$ cat config.mk
export PLATFORM = sky130hd
export DESIGN_NAME = cdt_count_down_flat
export DESIGN_NICKNAME = d
export VERILOG_FILES = /design/src/rtl/cdt_count_down_pkg.sv /design/src/rtl/cdt_count_down_if.sv /design/src/rtl/cdt_sec_tick.sv /design/src/rtl/cdt_count_down.sv /design/src/flat_wrapper.sv
export SDC_FILE = /design/constraint.sdc
export NUM_CORES = 1
export LEC_CHECK = 0
export BUFFER_PORTS_ARGS = -buffer_cell sky130_fd_sc_hd__buf_2
export CORE_MARGIN = 5
export CORE_UTILIZATION = 30
export DETAILED_ROUTE_END_ITERATION = 7
export GPL_ROUTABILITY_DRIVEN = 1
export PLACE_DENSITY = 0.56
export SYNTH_ARGS = -nofsm -noshare
export SYNTH_HDL_FRONTEND = slang
export SYNTH_HIERARCHICAL = 1
export SYNTH_SLANG_ARGS = --single-unit
$ cat constraint.sdc
create_clock -name CLK -period 6.65 [get_ports CLK]
set_input_delay 0.3325 -clock CLK [delete_from_list [all_inputs] [get_ports CLK]]
set_output_delay 0.3325 -clock CLK [all_outputs]
set_load 0.05 [all_outputs]
$ cat src/rtl/cdt_count_down_pkg.sv
// cdt_count_down_pkg: shared FSM state encoding, time limits and saturation helper for the countdown timer
package cdt_count_down_pkg;
  typedef enum logic [1:0] {
    IDLE  = 2'd0,
    RUN   = 2'd1,
    PAUSE = 2'd2,
    ALARM = 2'd3
  } state_t;
  localparam logic [7:0] MAX_MIN = 8'd99;
  localparam logic [7:0] MAX_SEC = 8'd59;
  function automatic logic [7:0] sat(input logic [7:0] v, input logic [7:0] lim);
    return v > lim ? lim : v;
  endfunction
endpackage

$ cat src/rtl/cdt_count_down_if.sv
// cdt_count_down_if: control/status bundle of the countdown timer
//   controls : load, load_min[7:0], load_sec[7:0], start, pause, clear, alarm_ack
//   status   : minutes[7:0], seconds[7:0], sec_minus_one, expired, alarm, state
//   master drives controls and reads status; slave (the timer) does the opposite
interface cdt_count_down_if;
  import cdt_count_down_pkg::*;
  logic       load;
  logic [7:0] load_min;
  logic [7:0] load_sec;
  logic       start;
  logic       pause;
  logic       clear;
  logic       alarm_ack;
  logic [7:0] minutes;
  logic [7:0] seconds;
  logic       sec_minus_one;
  logic       expired;
  logic       alarm;
  state_t     state;
  modport master (
    output load, load_min, load_sec, start, pause, clear, alarm_ack,
    input  minutes, seconds, sec_minus_one, expired, alarm, state
  );
  modport slave (
    input  load, load_min, load_sec, start, pause, clear, alarm_ack,
    output minutes, seconds, sec_minus_one, expired, alarm, state
  );
endinterface

$ cat src/rtl/cdt_sec_tick.sv
// cdt_sec_tick: one-second prescaler counting 0..CYCLES-1 and flagging the wrap cycle
//   CLK, rst_n : clock, asynchronous active-low reset
//   en         : advance the count this cycle
//   hold       : freeze the count this cycle (overrides en)
//   zero       : force the count to 0 (overrides hold and en)
//   tick       : combinational, high in the cycle the count wraps
module cdt_sec_tick #(
  parameter int CYCLES = 1000
) (
  input  logic CLK,
  input  logic rst_n,
  input  logic en,
  input  logic hold,
  input  logic zero,
  output logic tick
);
  localparam int W = CYCLES > 1 ? $clog2(CYCLES) : 1;
  logic [W-1:0] cnt_q;
  logic         wrap;
  assign wrap = cnt_q == W'(CYCLES - 1);
  assign tick = en && !hold && !zero && wrap;
  always_ff @(posedge CLK or negedge rst_n) begin
    if (!rst_n) cnt_q <= '0;
    else if (zero) cnt_q <= '0;
    else if (en && !hold) cnt_q <= wrap ? '0 : cnt_q + W'(1);
  end
endmodule

$ cat src/rtl/cdt_count_down.sv
// cdt_count_down: mm:ss countdown timer with pause/resume and self-clearing alarm
//   CLK, rst_n : clock (CYCLES_PER_SEC per second), asynchronous active-low reset
//   bus        : slave side of cdt_count_down_if (controls in, time/state/pulses out)
// Input priority is clear > load > pause > start; an input only blocks lower ones
// in states where it actually takes effect (e.g. load is inert in RUN).
module cdt_count_down
  import cdt_count_down_pkg::*;
#(
  parameter int CYCLES_PER_SEC = 1000,
  parameter int ALARM_SEC      = 10
) (
  input logic             CLK,
  input logic             rst_n,
  cdt_count_down_if.slave bus
);
  localparam int AW = $clog2(ALARM_SEC + 1);
  state_t        state_q;
  logic [7:0]    min_q;
  logic [7:0]    sec_q;
  logic [AW-1:0] asec_q;
  logic          expired_q;
  logic          alarm_q;
  logic in_run, in_alarm, idle_or_pause, zero_time;
  logic do_load, do_pause, do_start, tick, dec, last, alarm_end, pre_zero;
  assign in_run        = state_q == RUN;
  assign in_alarm      = state_q == ALARM;
  assign idle_or_pause = state_q == IDLE || state_q == PAUSE;
  assign zero_time     = min_q == '0 && sec_q == '0;
  assign do_load       = !bus.clear && bus.load && idle_or_pause;
  assign do_pause      = !bus.clear && bus.pause && in_run;
  // A zero time can never run, which also keeps RUN from underflowing.
  assign do_start      = !bus.clear && !do_load && bus.start && idle_or_pause && !zero_time;
  assign pre_zero      = bus.clear || do_load || (do_start && state_q == IDLE) || (in_alarm && bus.alarm_ack);
  cdt_sec_tick #(.CYCLES(CYCLES_PER_SEC)) u_tick (
    .CLK  (CLK),
    .rst_n(rst_n),
    .en   (in_run || in_alarm),
    .hold (do_pause),
    .zero (pre_zero),
    .tick (tick)
  );
  // In ALARM the same prescaler paces the alarm-second counter.
  assign dec       = tick && in_run;
  assign last      = min_q == '0 && sec_q == 8'd1;
  assign alarm_end = in_alarm && (bus.alarm_ack || (tick && asec_q == AW'(ALARM_SEC - 1)));
  always_ff @(posedge CLK or negedge rst_n) begin
    if (!rst_n) begin
      state_q   <= IDLE;
      min_q     <= '0;
      sec_q     <= '0;
      asec_q    <= '0;
      expired_q <= 1'b0;
      alarm_q   <= 1'b0;
    end else begin
      expired_q <= 1'b0;
      if (bus.clear) begin
        state_q <= IDLE;
        min_q   <= '0;
        sec_q   <= '0;
        asec_q  <= '0;
        alarm_q <= 1'b0;
      end else if (do_load) begin
        min_q <= sat(bus.load_min, MAX_MIN);
        sec_q <= sat(bus.load_sec, MAX_SEC);
      end else if (do_pause) begin
        state_q <= PAUSE;
      end else if (do_start) begin
        state_q <= RUN;
      end else if (dec) begin
        min_q <= sec_q == '0 ? min_q - 8'd1 : min_q;
        sec_q <= sec_q == '0 ? MAX_SEC : sec_q - 8'd1;
        if (last) begin
          state_q   <= ALARM;
          alarm_q   <= 1'b1;
          expired_q <= 1'b1;
          asec_q    <= '0;
        end
      end else if (alarm_end) begin
        state_q <= IDLE;
        alarm_q <= 1'b0;
        asec_q  <= '0;
      end else if (in_alarm && tick) begin
        asec_q <= asec_q + AW'(1);
      end
    end
  end
  assign bus.minutes       = min_q;
  assign bus.seconds       = sec_q;
  assign bus.sec_minus_one = dec;
  assign bus.expired       = expired_q;
  assign bus.alarm         = alarm_q;
  assign bus.state         = state_q;
endmodule

$ cat src/flat_wrapper.sv
// flat-port wrapper written by rule: the top's interface ports become plain ports
module cdt_count_down_flat import cdt_count_down_pkg::*;
#(
  parameter int CYCLES_PER_SEC = 1000,
  parameter int ALARM_SEC      = 10
)
  (CLK, rst_n, bus_load, bus_load_min, bus_load_sec, bus_start, bus_pause, bus_clear, bus_alarm_ack, bus_minutes, bus_seconds, bus_sec_minus_one, bus_expired, bus_alarm, bus_state);
  cdt_count_down_if bus_i ();
  input logic CLK;
  input logic rst_n;
  input wire logic [$bits(bus_i.load)-1:0] bus_load;
  input wire logic [$bits(bus_i.load_min)-1:0] bus_load_min;
  input wire logic [$bits(bus_i.load_sec)-1:0] bus_load_sec;
  input wire logic [$bits(bus_i.start)-1:0] bus_start;
  input wire logic [$bits(bus_i.pause)-1:0] bus_pause;
  input wire logic [$bits(bus_i.clear)-1:0] bus_clear;
  input wire logic [$bits(bus_i.alarm_ack)-1:0] bus_alarm_ack;
  output wire logic [$bits(bus_i.minutes)-1:0] bus_minutes;
  output wire logic [$bits(bus_i.seconds)-1:0] bus_seconds;
  output wire logic [$bits(bus_i.sec_minus_one)-1:0] bus_sec_minus_one;
  output wire logic [$bits(bus_i.expired)-1:0] bus_expired;
  output wire logic [$bits(bus_i.alarm)-1:0] bus_alarm;
  output wire logic [$bits(bus_i.state)-1:0] bus_state;
  assign bus_i.load = bus_load;
  assign bus_i.load_min = bus_load_min;
  assign bus_i.load_sec = bus_load_sec;
  assign bus_i.start = bus_start;
  assign bus_i.pause = bus_pause;
  assign bus_i.clear = bus_clear;
  assign bus_i.alarm_ack = bus_alarm_ack;
  assign bus_minutes = bus_i.minutes;
  assign bus_seconds = bus_i.seconds;
  assign bus_sec_minus_one = bus_i.sec_minus_one;
  assign bus_expired = bus_i.expired;
  assign bus_alarm = bus_i.alarm;
  assign bus_state = bus_i.state;
  cdt_count_down #(.CYCLES_PER_SEC(CYCLES_PER_SEC), .ALARM_SEC(ALARM_SEC)) u_core (.CLK(CLK), .rst_n(rst_n), .bus(bus_i));
endmodule
* Word level (Yosys, flattened, before mapping) *
Cells that the tools add are included.

storage, ports and cells
  bits in registers = 34
  input bits = 23
  output and inout port bits = 21
  word-level logic and storage cells = 115

operators by class
  add/subtract/negate cells = 4
  order comparisons = 2
  equal/unequal tests = 13
  muxes and demuxes = 45
  reduce and logical (&&, ||, !) cells = 44

operators by type and width
  kind                                                            number
  two-way mux 8 bit                                               14
  two-way mux 4 bit                                               8
  two-way mux 10 bit                                              3
  logical AND 1 bit                                               19
  zero test 8 bit                                                 2
  subtractor 8 x 1 -> 8 bit (second input constant)               2
  two-way mux 2 bit                                               7
  two-way mux 1 bit                                               13
  adder 10 x 1 -> 10 bit (second input constant)                  1
  equality test 10 bit (second input constant)                    1
  AND reduction 5 bit                                             2
  != test 3 x 2 -> 1 bit (second input constant)                  3
  nonzero test 3 bit                                              3
  equality test 8 x 1 -> 1 bit (second input constant)            1
  greater-than comparator 8 x 6 -> 1 bit (second input constant)  1
  greater-than comparator 8 x 7 -> 1 bit (second input constant)  1
  logical OR 1 bit                                                6
  != test 2 bit (second input constant)                           3
  AND reduction 3 bit                                             2
  zero test 1 bit                                                 5
  != test 5 x 2 -> 1 bit (second input constant)                  1
  nonzero test 5 bit                                              1
  adder 4 x 1 -> 4 bit (second input constant)                    1
  equality test 2 bit (second input constant)                     2
  other kinds (6)                                                 6

* Longest topological paths before layout *
Gate-level depths: netlist (run 1).

  word-level depth = 23
  depth in mapped cells = 14
  gate-level depth less buffers = 12

* Modules after synthesis *
The synthesis (run 1) kept the hierarchy.

modules (own cells, without submodules)
  module          times used  cells each  area an instance (µm²)  seq. area each (µm²)
  cdt_count_down  1           184         1661.6                  600.6
  cdt_sec_tick    1           64          573.0                   250.2

* Worst setup path before layout (run 1) *
OpenSTA, ideal clock, no wires.

  path type = reg-to-reg
  from = register u_core.sec_q[0], in the netlist u_core/bus.seconds[0]
  to = register u_core.min_q[5], in the netlist u_core/bus.minutes[5]
  setup time = 0.087 ns
  data arrival time = 3.413 ns
  data required time = 6.563 ns
  path slack = 3.150 ns
  cell stages (with the launch flop) = 15
  buffers on the path = 2
  period minus slack after synthesis = 3.500 ns
  path through = dfrtp_1 inv_1 ha_1 nor4b_4 nand2_1 o21ai_1 o211ai_1 buf_4 nor3_1 and3b_1 and4b_1 buf_4 nand4b_2 xor2_1 a211oi_2

on the way
  cells in the longest elaborated chain, start to end = 13
  elaborated cells between the ends (all ways) = 15
  classes of those cells = eq/ne (1); reduce/logical (14)

ends and longest elaborated chain
  item                                  line                  RTL
  start: declaration                    cdt_count_down.sv:19  logic [7:0] sec_q;
  start signal: assignment              cdt_count_down.sv:64  sec_q <= sat(bus.load_sec, MAX_SEC);
  start signal: assignment              cdt_count_down.sv:71  sec_q <= sec_q == '0 ? MAX_SEC : sec_q - 8'd1;
  zero test 8 bit                       cdt_count_down.sv:28  assign zero_time = min_q == '0 && sec_q == '0;
  logical AND 1 bit                     cdt_count_down.sv:28
  zero test 1 bit                       cdt_count_down.sv:32  assign do_start = !bus.clear && !do_load && bus.start && idle_or_pause && !zero_time;
  logical AND 1 bit                     cdt_count_down.sv:32
  logical AND 1 bit                     cdt_count_down.sv:33  assign pre_zero = bus.clear || do_load || (do_start && state_q == IDLE) || (in_alarm && bus.alarm_ack);
  logical OR 1 bit (2 in series)        cdt_count_down.sv:33
  net u_core.pre_zero                   cdt_count_down.sv:24  logic do_load, do_pause, do_start, tick, dec, last, alarm_end, pre_zero;
  zero test 1 bit                       cdt_sec_tick.sv:21    assign tick = en && !hold && !zero && wrap;
  logical AND 1 bit (2 in series)       cdt_sec_tick.sv:21
  net u_core.tick                       cdt_count_down.sv:24
  logical AND 1 bit                     cdt_count_down.sv:43  assign dec = tick && in_run;
  net bus_sec_minus_one                 flat_wrapper.sv:20    output wire logic [$bits(bus_i.sec_minus_one)-1:0] bus_sec_minus_one;
  nonzero test 3 bit (no source line)   --
  AND reduction 4 bit (no source line)  --
  end signal: assignment                cdt_count_down.sv:63  min_q <= sat(bus.load_min, MAX_MIN);
  end signal: assignment                cdt_count_down.sv:70  min_q <= sec_q == '0 ? min_q - 8'd1 : min_q;
  end: declaration                      cdt_count_down.sv:18  logic [7:0] min_q;

The timed path passes the listed nets, and every way through them passes these cells.
A chain may end at the register's enable or synchronous reset.

* Worst setup path in the final report (run 1) *
  from = register u_core.sec_q[0], in the netlist u_core/bus.seconds[0]
  to = register u_core.sec_q[6], in the netlist u_core/bus.seconds[6]

on the way
  cells in the longest elaborated chain, start to end = 13
  elaborated cells between the ends (all ways) = 21
  classes of those cells = add/sub (1); eq/ne (1); mux (6); reduce/logical (13)

ends and longest elaborated chain
  item                                  line
  zero test 8 bit                       cdt_count_down.sv:28
  logical AND 1 bit                     cdt_count_down.sv:28
  zero test 1 bit                       cdt_count_down.sv:32
  logical AND 1 bit                     cdt_count_down.sv:32
  logical AND 1 bit                     cdt_count_down.sv:33
  logical OR 1 bit (2 in series)        cdt_count_down.sv:33
  net u_core.pre_zero                   cdt_count_down.sv:24
  zero test 1 bit                       cdt_sec_tick.sv:21
  logical AND 1 bit (2 in series)       cdt_sec_tick.sv:21
  net u_core.tick                       cdt_count_down.sv:24
  logical AND 1 bit                     cdt_count_down.sv:43
  nonzero test 3 bit (no source line)   --
  AND reduction 3 bit (no source line)  --

The timed path passes the listed nets, and every way through them passes these cells. The select of a mux whose other input is x is not followed.

==> results.py, run 1 <==
metrics = {
    "place": {
        "port_buffers": 43,
        "gp_congestion": 0.818,
        "hpwl_mm": 4.31,
        "place_ws_ps": 3280,
        "placed_cell_area_sq_mm": 0.00252,
    },
    "die": {
        "io_pins": 44,
        "dieArea_sq_mm": 0.00927,
        "rows": 31,
        "initial_core_util": 0.308,
        "die_h_um": 96.3,
        "die_w_um": 96.3,
        "core_area_sq_mm": 0.00725,
    },
    "setup_path": {
        "critPathLaunch": "u_core/bus.seconds[0]",
        "critPathLaunchType": "flop",
        "regToRegSetupSlack_ps": 3250,
        "crit_arrival_ps": 3560,
        "required_ps": 6810,
        "worstReg2RegEnd": "u_core/bus.seconds[6]",
        "path_class": "flop to flop",
        "crit_fanout": 9,
        "cp-endpoint": "u_core/bus.seconds[6]",
        "reg2reg_from": "u_core/bus.seconds[0]",
        "reg2reg_depth": 12,
        "crit_path_end_kind": "flop",
    },
    "power": {
        "power-per-cell-area_mw_per_mm2": 239,
        "ir_worst_vdd_v": 0.0000627,
        "p_leak_nw": 1.14,
        "total_power_mw": 0.625,
    },
    "timing": {
        "fin_ws_ps": 3250,
        "period_share": 0.512,
        "timing.final.crit_period_ps": 3400,
        "max_freq_mhz": 294,
        "finClkSkew_ps": 9.83,
        "report.final.slew_viol_count": 0,
        "slew_headroom": 0.458,
        "worst_pin_slew_ps": 813,
        "fin_worst_hold_slack_ps": 136,
        "final_hold_viol_count": 0,
        "fin_tns_setup_ps": 0,
        "grt_setup_unrepaired": "no",
        "setup_viol": 0,
    },
    "detailed_routing": {
        "wirelength_mm": 5.82,
        "wl_per_cell_um": 14.9,
        "via_per_inst": 5.25,
        "drc": 0,
        "antenna_left": 0,
        "num_vias": 2047,
        "drt_iter0_drc": 120,
        "dr.pass1.iters": 4,
    },
    "finish": {
        "stdcell_area_sq_mm": 0.00261,
        "fill_cells": 761,
        "antennaDiodeCount": 0,
        "layout_common_cells": "buf_2, dfrtp_1, nand2_1, a21oi_1, nor2_1",
        "layout-drive-gt1-share": 0.237,
        "final_common_cell": "buf_2",
        "area_growth_pct": 16.9,
        "fin_nets": 321,
        "seq_area_sq_um": 851,
        "multi_input_area_sq_mm": 0.00130,
    },
    "clock_network": {
        "cts.sinks": 34,
        "clk_pin_slew_worst_paths_ps": 80,
        "cts_tree": "done",
        "cts_buffers": 5,
        "cts_resized": 0,
        "cts_buffer_depth": 2,
        "cts-root-buf": "clkbuf_8",
        "cts_setup_buffers": 0,
        "cts_hold_buf": 0,
        "insertion_delay_ps": 280,
        "htreeDepth": 2,
    },
    "yosys": {
        "syn-instance-count": 248,
        "ys_async_sr_fraction": 1.00,
        "ys_types": 61,
        "ys.flop_type": "dfrtp_1",
        "synth.net_count": 279,
        "synth_area_per_cell_sq_um": 9.01,
        "ys_warn_count": 6,
        "synth-seq-area-share": 0.381,
        "syn_area_sq_mm": 0.00223,
        "ys_ff_latch": 34,
        "synth-edff-count": 0,
    },
    "grt": {
        "antenna_found_initial": 0,
        "grt_pass1_wl_mm": 9.83,
        "grtUsageTotal": 0.134,
        "grt_start_max_net_pins": 35,
        "grt_overflow": 0,
        "grt_pass1_vias": 2012,
    },
    "hold_path": {
        "worstHoldPathType": "primary input to async pin",
    },
    "outcome": {
        "status": "finished clean",
    },
    "run": {
        "cap_violations": 0,
    },
}
[critical path: stages, from the launching register on]
cell and delay, ps:
dfrtp_1 450, inv_1 130, ha_1 160, nor4b_4 240, nand2_1 110, o21ai_1 290
o211ai_1 290, nor3_1 500, nand4bb_1 280, and3_1 350, nor3_1 280, xnor2_1 150
nor2_1 50
[logic make-up (layout without fill, tap and decap cells)]
logic type | count (synthesis) | in the layout | synth area share
and+or+nand+nor | 112 | 112 | 0.297
AOI/OAI and AO/OA | 67 | 67 | 0.198
DFF | 34 | 34 | 0.381
buffers and inverters | 17 | 60 | 0.0392
xor gates and xnor gates | 9 | 9 | 0.0353
adders and majority gates | 8 | 8 | 0.0448
muxes | 1 | 1 | 0.00504
[how the worst min path moves through the flow]
stage	start	to	slack (ps)	cells past startpoint
global route	rst_n	u_core/bus.minutes[2]	200	1
floorplan	rst_n	u_core/asec_q[0]	40	0
detailed placement	rst_n	u_core/bus.minutes[2]	470	1
global placement	rst_n	u_core/bus.minutes[0]	460	1
finish	rst_n	u_core/bus.minutes[2]	140	1
CTS	rst_n	u_core/bus.minutes[2]	160	1
[through the flow]
stage,util,instances
2_1_floorplan,-,248
3_3_place_gp,0.347,382
3_5_place_dp,0.347,382
4_1_cts,0.360,390
5_1_grt,0.360,390
6_report,0.360,390
[per-layer routing]
| layer | wire length [um] | global-route usage |
|---|---|---|
| met1 | 2800 | 0.190 |
| met3 | 420 | 0.0274 |
| met5 | 0 | 0 |
| met4 | 46 | 0.0304 |
| met2 | 2550 | 0.209 |
[Yosys cell counts, types with 3 or more instances]
cell type,instances,area share
inv_1,8,0.013
nand3_1,11,0.025
o211ai_1,3,0.010
and3_1,4,0.011
xor2_1,6,0.024
clkbuf_1,3,0.0050
or2_2,3,0.0084
a21oi_1,18,0.040
nand2b_1,7,0.020
ha_1,8,0.045
dfrtp_1,34,0.38
o21ai_1,7,0.016
and2_1,4,0.011
o21ai_0,13,0.029
xnor2_1,3,0.012
nor2_1,17,0.029
nand2_1,23,0.039
nor3b_1,3,0.010
nor3_1,10,0.022
nand4_1,5,0.014
a31oi_1,4,0.011
[registers in the layout (all words and copies together) (netlist names)]
register	cells
u_core/u_tick/cnt_q	10
u_core/bus.minutes	8
u_core/bus.seconds	8
u_core/asec_q	4
u_core/bus.state	2
u_core/bus.alarm	1
u_core/bus.expired	1
[layout make-up]
cell class | count | area share
Clock inverter | 1 | 0.00192
Inverter | 9 | 0.0129
Tap cell | 99 | 0.0474
Multi-Input combinational cell | 197 | 0.496
Timing Repair Buffer | 43 | 0.0824
Clock buffer | 7 | 0.0331
Sequential cell | 34 | 0.326
[power by group]
group	total, mW	switching, mW	internal, mW
Combinational	0.208	0.143	0.0653
Clock	0.160	0.0767	0.0837
Sequential	0.256	0.0317	0.224
No activity file was read; power rests on OpenSTA's default activity.
==> run 2: changes to the inputs <==
--- a/config.mk
+++ b/config.mk
@@ -5,12 +5,13 @@
 export SDC_FILE = /design/constraint.sdc
 export NUM_CORES = 1
 export LEC_CHECK = 0
+export ABC_AREA = 1
 export BUFFER_PORTS_ARGS = -buffer_cell sky130_fd_sc_hd__buf_2
 export CORE_MARGIN = 5
 export CORE_UTILIZATION = 30
 export DETAILED_ROUTE_END_ITERATION = 7
 export GPL_ROUTABILITY_DRIVEN = 1
-export PLACE_DENSITY = 0.56
+export PLACE_DENSITY = 0.57
 export SYNTH_ARGS = -nofsm -noshare
 export SYNTH_HDL_FRONTEND = slang
 export SYNTH_HIERARCHICAL = 1
==> constraint.sdc (replaced) <==
create_clock -name CLK -period 3.1 [get_ports CLK]
set_input_delay 0.155 -clock CLK [delete_from_list [all_inputs] [get_ports CLK]]
set_output_delay 0.155 -clock CLK [all_outputs]
set_load 0.05 [all_outputs]
==> run 2 against run 1 <==
Clock skew about the same. Combinational power rose to 2.8 times the previous value. Sequential share of layout area is 4.7 points lower. Count of clock-buffer cells in the layout shrank 2. Utilization decreased by 0.55 points. Worst setup slack worse by 2900 ps. Via count is 16% higher. Total power increased by 130%. Critical path depth increased by 5. Die area up 15%. Non-clock buffer count is 4 higher. Register-to-register slack got worse by 2900 ps. Critical endpoint is now u_core/bus.minutes[2]. Highest routed layer unchanged.
==> results.py, run 2 <==
metrics = {
    "yosys": {
        "synth_top_area_cell": "dfrtp_1",
        "syn-instance-count": 358,
        "synth_area_per_cell_sq_um": 7.28,
        "ys_types": 35,
        "ys_warn_count": 6,
        "synthTopCellsByArea": "dfrtp_1, nand2_1, inv_1",
        "yosysTopAreaCellShare": 0.326,
        "yosysMostFrequentCell": "nand2_1",
        "ys_async_sr_fraction": 1.00,
        "synth-edff-count": 0,
        "ys.flop_type": "dfrtp_1",
        "synth-seq-area-share": 0.326,
        "syn_area_sq_mm": 0.00261,
        "ys_ff_latch": 34,
        "synth.net_count": 389,
        "ys_top_cells_by_count": "nand2_1, inv_1, nand3_1",
    },
    "grt": {
        "grt_pass1_wl_mm": 10.6,
        "grtUsageTotal": 0.125,
        "grt_overflow": 0,
        "antenna_found_initial": 0,
        "grt_pass1_vias": 2249,
        "grt_start_max_net_pins": 35,
    },
    "setup_path": {
        "critPathLaunchType": "flop",
        "path_class": "flop to flop",
        "crit_fanout": 11,
        "required_ps": 3280,
        "crit_path_end_kind": "flop",
        "crit_arrival_ps": 2910,
    },
    "place": {
        "port_buffers": 43,
        "gp_congestion": 0.839,
        "hpwl_mm": 4.92,
        "placed_cell_area_sq_mm": 0.00293,
    },
    "timing": {
        "worst_pin_slew_ps": 821,
        "report.final.slew_viol_count": 0,
        "timing.final.crit_period_ps": 2730,
        "grt_setup_unrepaired": "no",
        "period_share": 0.881,
        "final_hold_viol_count": 0,
        "fin_tns_setup_ps": 0,
        "slew_headroom": 0.453,
        "finClkSkew_ps": 9.78,
        "setup_viol": 0,
        "max_freq_mhz": 366,
    },
    "die": {
        "dieArea_sq_mm": 0.0107,
        "core_area_sq_mm": 0.00859,
        "die_w_um": 103,
        "die_h_um": 103,
        "initial_core_util": 0.303,
        "rows": 34,
        "io_pins": 44,
    },
    "finish": {
        "fill_cells": 934,
        "layout-drive-gt1-share": 0.265,
        "antennaDiodeCount": 0,
        "stdcell_area_sq_mm": 0.00305,
        "area_growth_pct": 16.9,
        "final_common_cell": "nand2_1",
        "top_register": "u_core/u_tick/cnt_q",
        "largest_reg_flops": 10,
        "fin_nets": 438,
        "layout_common_cells": "nand2_1, inv_1, buf_2, nand3_1, dfrtp_1",
    },
    "power": {
        "p_leak_nw": 1.58,
        "power-per-cell-area_mw_per_mm2": 479,
        "ir_worst_vdd_v": 0.000141,
    },
    "detailed_routing": {
        "wirelength_mm": 6.36,
        "wl_per_cell_um": 12.3,
        "drt_iter0_drc": 110,
        "num_vias": 2382,
        "antenna_left": 0,
        "dr.pass1.iters": 4,
        "drc": 0,
        "via_per_inst": 4.63,
    },
    "run": {
        "cap_violations": 0,
    },
    "clock_network": {
        "cts_buffer_depth": 2,
        "cts.sinks": 34,
        "cts_buffers": 5,
        "insertion_delay_ps": 290,
        "cts_tree": "done",
        "clk_pin_slew_worst_paths_ps": 70,
        "htreeDepth": 2,
        "cts-root-buf": "clkbuf_8",
    },
    "outcome": {
        "status": "finished clean",
    },
    "hold_path": {
        "worstHoldPathType": "primary input to flop",
    },
}
run 2: repair_timing:
item | 4_1_cts | 5_1_grt
endpoints found under the hold margin | 34 | 0
gates resized for setup | 0 | 3
hold buffers | 1 | 0
endpoints found under the setup margin | 0 | 24
setup buffers | 0 | 1
run 2: stage by stage:
step	hold slack, ps	instances	util	power (mW)	setup slack (ps)
3_3_place_gp	304	506	0.341	1.15	127
3_5_place_dp	306	506	0.341	1.15	56.0
6_report	171	515	0.355	1.46	369
2_1_floorplan	-141	358	-	1.01	168
4_1_cts	158	514	0.351	1.48	8.83
5_1_grt	172	515	0.355	1.57	79.2
run 2: report_power, final:
part / total [mW] / leakage (nW) / switching, mW / internal, mW
combinational: 0.587 / 1.08 / 0.411 / 0.176
clock: 0.317 / 0.0438 / 0.166 / 0.151
sequential: 0.555 / 0.456 / 0.0656 / 0.489
total: 1.46 / 1.58 / 0.643 / 0.816
run 2: cell type report:
class | count | area (sq um) | area share
Tap cell | 108 | 135 | 0.0444
Clock buffer | 5 | 68.8 | 0.0226
Sequential cell | 34 | 851 | 0.279
Clock inverter | 2 | 10.0 | 0.00329
Timing Repair Buffer | 47 | 248 | 0.0813
Inverter | 55 | 206 | 0.0678
Multi-Input combinational cell | 264 | 1530 | 0.501
run 2: routing by layer:
metal  wire (um)  GRT usage
met1        2910      0.167
met5           0          0
met3         205     0.0188
met4          97     0.0418
met2        3140      0.206
run 2: critical path, stage by stage, from the launching register on:
cell	delay, ps
dfrtp_1	440
inv_1	120
ha_1	200
nand2_4	80
nor2_8	170
nand2_4	80
nand2_4	70
o21ai_0	70
inv_1	90
nand3_2	140
nor4_4	220
inv_1	130
nor3_4	280
nand2_4	80
nand2_2	190
inv_1	120
nand2_1	80
nand2_1	50
run 2: final timing paths:
path	from	to	slack, ps	cells after the start
setup / recovery	u_core/bus.seconds[0]	u_core/bus.minutes[2]	370	17
hold / removal	bus_load_sec[2]	u_core/bus.seconds[2]	170	3
setup reg to reg	u_core/bus.seconds[0]	u_core/bus.minutes[2]	370	17
hold reg to reg	u_core/bus.alarm	u_core/bus.alarm	510	2
max in group asynchronous	rst_n	u_core/bus.minutes[3]	2080	2
min in group asynchronous	rst_n	u_core/u_tick/cnt_q[7]	500	2
run 2: logic make-up (layout without fill, tap and decap cells):
| family | count (synthesis) | count (layout) | synth area share |
|---|---|---|---|
| buffers and inverters | 60 | 109 | 0.0951 |
| AOI/OAI and AO/OA | 48 | 48 | 0.116 |
| DFF | 34 | 34 | 0.326 |
| adders and majority gates | 8 | 8 | 0.0384 |
| and+or+nand+nor | 202 | 202 | 0.404 |
| xor gates and xnor gates | 6 | 6 | 0.0202 |
==> run 3: changes to the inputs <==
--- a/config.mk
+++ b/config.mk
@@ -7,6 +7,7 @@
 export LEC_CHECK = 0
 export ABC_AREA = 1
 export BUFFER_PORTS_ARGS = -buffer_cell sky130_fd_sc_hd__buf_2
+export CORE_ASPECT_RATIO = 0.5
 export CORE_MARGIN = 5
 export CORE_UTILIZATION = 30
 export DETAILED_ROUTE_END_ITERATION = 7
==> run 3 against run 2 <==
The run now ends with hold timing left. Count of clock-buffer cells in the layout up 2. Cell area up 3.1%. Wire length up 3.1%. Non-clock buffer count up 2. Critical endpoint is now bus_sec_minus_one. Critical path type is now flop to output pin. Worst hold slack worse by 200 ps. Sequential power down 2%. Register-to-register slack better by 20 ps. First-iteration DRC count up 15%. Die area up 1.1%. Via count up 0.21%. Global-route usage down 0.063 points. Sequential cell count unchanged.
==> results.py, run 3 (synthesis gave the netlist of run 2 again) <==
metrics = {
    "setup_path": {
        "crit_arrival_ps": 2570,
        "critPathLaunch": "u_core/bus.seconds[0]",
        "cp-endpoint": "bus_sec_minus_one",
        "required_ps": 2940,
        "regToRegSetupSlack_ps": 390,
        "reg2reg_from": "u_core/bus.seconds[0]",
        "crit_path_end_kind": "output pin",
        "path_cells": "inv_1, ha_1, nand2_4, nor2_8, nand2_4, nand2_4, o21ai_0, inv_1, nand3_2, nor4_4, nand3_1, inv_1, buf_2",
        "worstReg2RegEnd": "u_core/bus.minutes[3]",
        "path_class": "flop to output pin",
        "slowest_stage": "dfrtp_1",
        "critPathLaunchType": "flop",
        "reg2reg_depth": 17,
        "crit_fanout": 5,
        "slowest_delay_ps": 410,
    },
    "clock_network": {
        "cts_resized": 0,
        "cts_tree": "done",
        "cts.sinks": 34,
        "cts_setup_buffers": 0,
        "cts_hold_buf": 0,
        "insertion_delay_ps": 280,
        "cts-root-buf": "clkbuf_16",
        "cts_buffer_depth": 2,
        "htreeDepth": 2,
        "clk_pin_slew_worst_paths_ps": 50,
        "cts_buffers": 5,
    },
    "power": {
        "power-per-cell-area_mw_per_mm2": 532,
        "p_leak_nw": 1.62,
        "total_power_mw": 1.67,
        "ir_worst_vdd_v": 0.000194,
    },
    "detailed_routing": {
        "wirelength_mm": 6.55,
        "wl_per_cell_um": 12.4,
        "drc": 0,
        "dr.pass1.iters": 4,
        "via_per_inst": 4.53,
        "num_vias": 2387,
        "antenna_left": 0,
        "drt_iter0_drc": 126,
    },
    "finish": {
        "stdcell_area_sq_mm": 0.00314,
        "layout-drive-gt1-share": 0.273,
        "final_cell_count_no_fill": 527,
        "antennaDiodeCount": 0,
        "layout_common_cells": "nand2_1, inv_1, buf_2, nand3_1, dfrtp_1",
        "top_register": "u_core/u_tick/cnt_q",
        "area_growth_pct": 20.5,
        "fin_nets": 440,
        "final_common_cell": "nand2_1",
        "largest_reg_flops": 10,
    },
    "grt": {
        "grt_start_max_net_pins": 35,
        "grt_pass1_vias": 2263,
        "grt_pass1_wl_mm": 11.2,
        "grt_overflow": 0,
        "grtUsageTotal": 0.124,
        "antenna_found_initial": 0,
    },
    "place": {
        "port_buffers": 43,
        "dpl.cell_count": 519,
        "hpwl_mm": 5.16,
        "placed_cell_area_sq_mm": 0.00297,
        "gp_congestion": 0.812,
    },
    "hold_path": {
        "worstHoldPathType": "primary input to async pin",
    },
    "timing": {
        "setup_viol": 0,
        "period_share": 0.879,
        "grt_setup_unrepaired": "no",
        "finClkSkew_ps": 6.93,
        "fin_tns_setup_ps": 0,
        "slew_headroom": 0.469,
        "max_freq_mhz": 367,
        "report.final.slew_viol_count": 0,
        "worst_pin_slew_ps": 796,
        "fin_worst_hold_slack_ps": -31.9,
        "timing.final.crit_period_ps": 2730,
        "final_hold_viol_count": 34,
    },
    "outcome": {
        "status": "complete, but fails checks",
        "violations": "hold timing",
    },
    "die": {
        "initial_core_util": 0.303,
        "core_area_sq_mm": 0.00859,
        "dieArea_sq_mm": 0.0108,
        "rows": 24,
        "die_w_um": 142,
        "die_h_um": 75.9,
        "io_pins": 44,
    },
    "run": {
        "cap_violations": 0,
    },
}
## run 3: metal layers
layer	vias up	global-route usage	wire length [um]
met2	32	0.190	2910
met5	-	0	0
met3	4	0.0270	236
met4	0	0.0268	48
met1	1095	0.180	3350
li1	1256	-	-
## run 3: through the flow
| step | utilization | setup slack (ps) |
|---|---|---|
| after floorplan | - | 168 |
| after global placement | 0.346 | 230 |
| after detailed placement | 0.346 | 78.2 |
| after CTS | 0.363 | 68.9 |
| after global routing | 0.366 | 51.6 |
| final | 0.366 | 374 |
## run 3: cell type report
class | count | area (sq um)
clock buffers | 7 | 143
clock inverters | 1 | 5.00
fillers | 905 | 5450
inverters | 55 | 206
multi-input cells | 264 | 1530
flip-flops and latches | 34 | 851
well taps | 117 | 146
repair buffers | 49 | 260
## run 3: worst min path at each step
stage	startpoint	end	slack, ps	cells after the start
after global routing	rst_n	u_core/u_tick/cnt_q[9]	40	1
final	rst_n	u_core/u_tick/cnt_q[7]	-30	1
after CTS	rst_n	u_core/u_tick/cnt_q[7]	9	1
after detailed placement	rst_n	u_core/u_tick/cnt_q[7]	300	1
after global placement	rst_n	u_core/u_tick/cnt_q[7]	310	1
after floorplan	rst_n	u_core/asec_q[0]	-140	0
## run 3: power breakdown
group | internal (mW) | total (mW) | leakage, nW | switching (mW)
clock network | 0.318 | 0.500 | 0.0739 | 0.181
logic | 0.193 | 0.628 | 1.09 | 0.435
registers | 0.490 | 0.543 | 0.456 | 0.0534
## run 3: critical path: cells and delay by family, from the launching register on
kind	cells	cell delay [ps]
AOI/OAI and AO/OA	1	70
buffers and inverters	4	560
adders and majority gates	1	200
DFF	1	410
and+or+nand+nor	7	1060
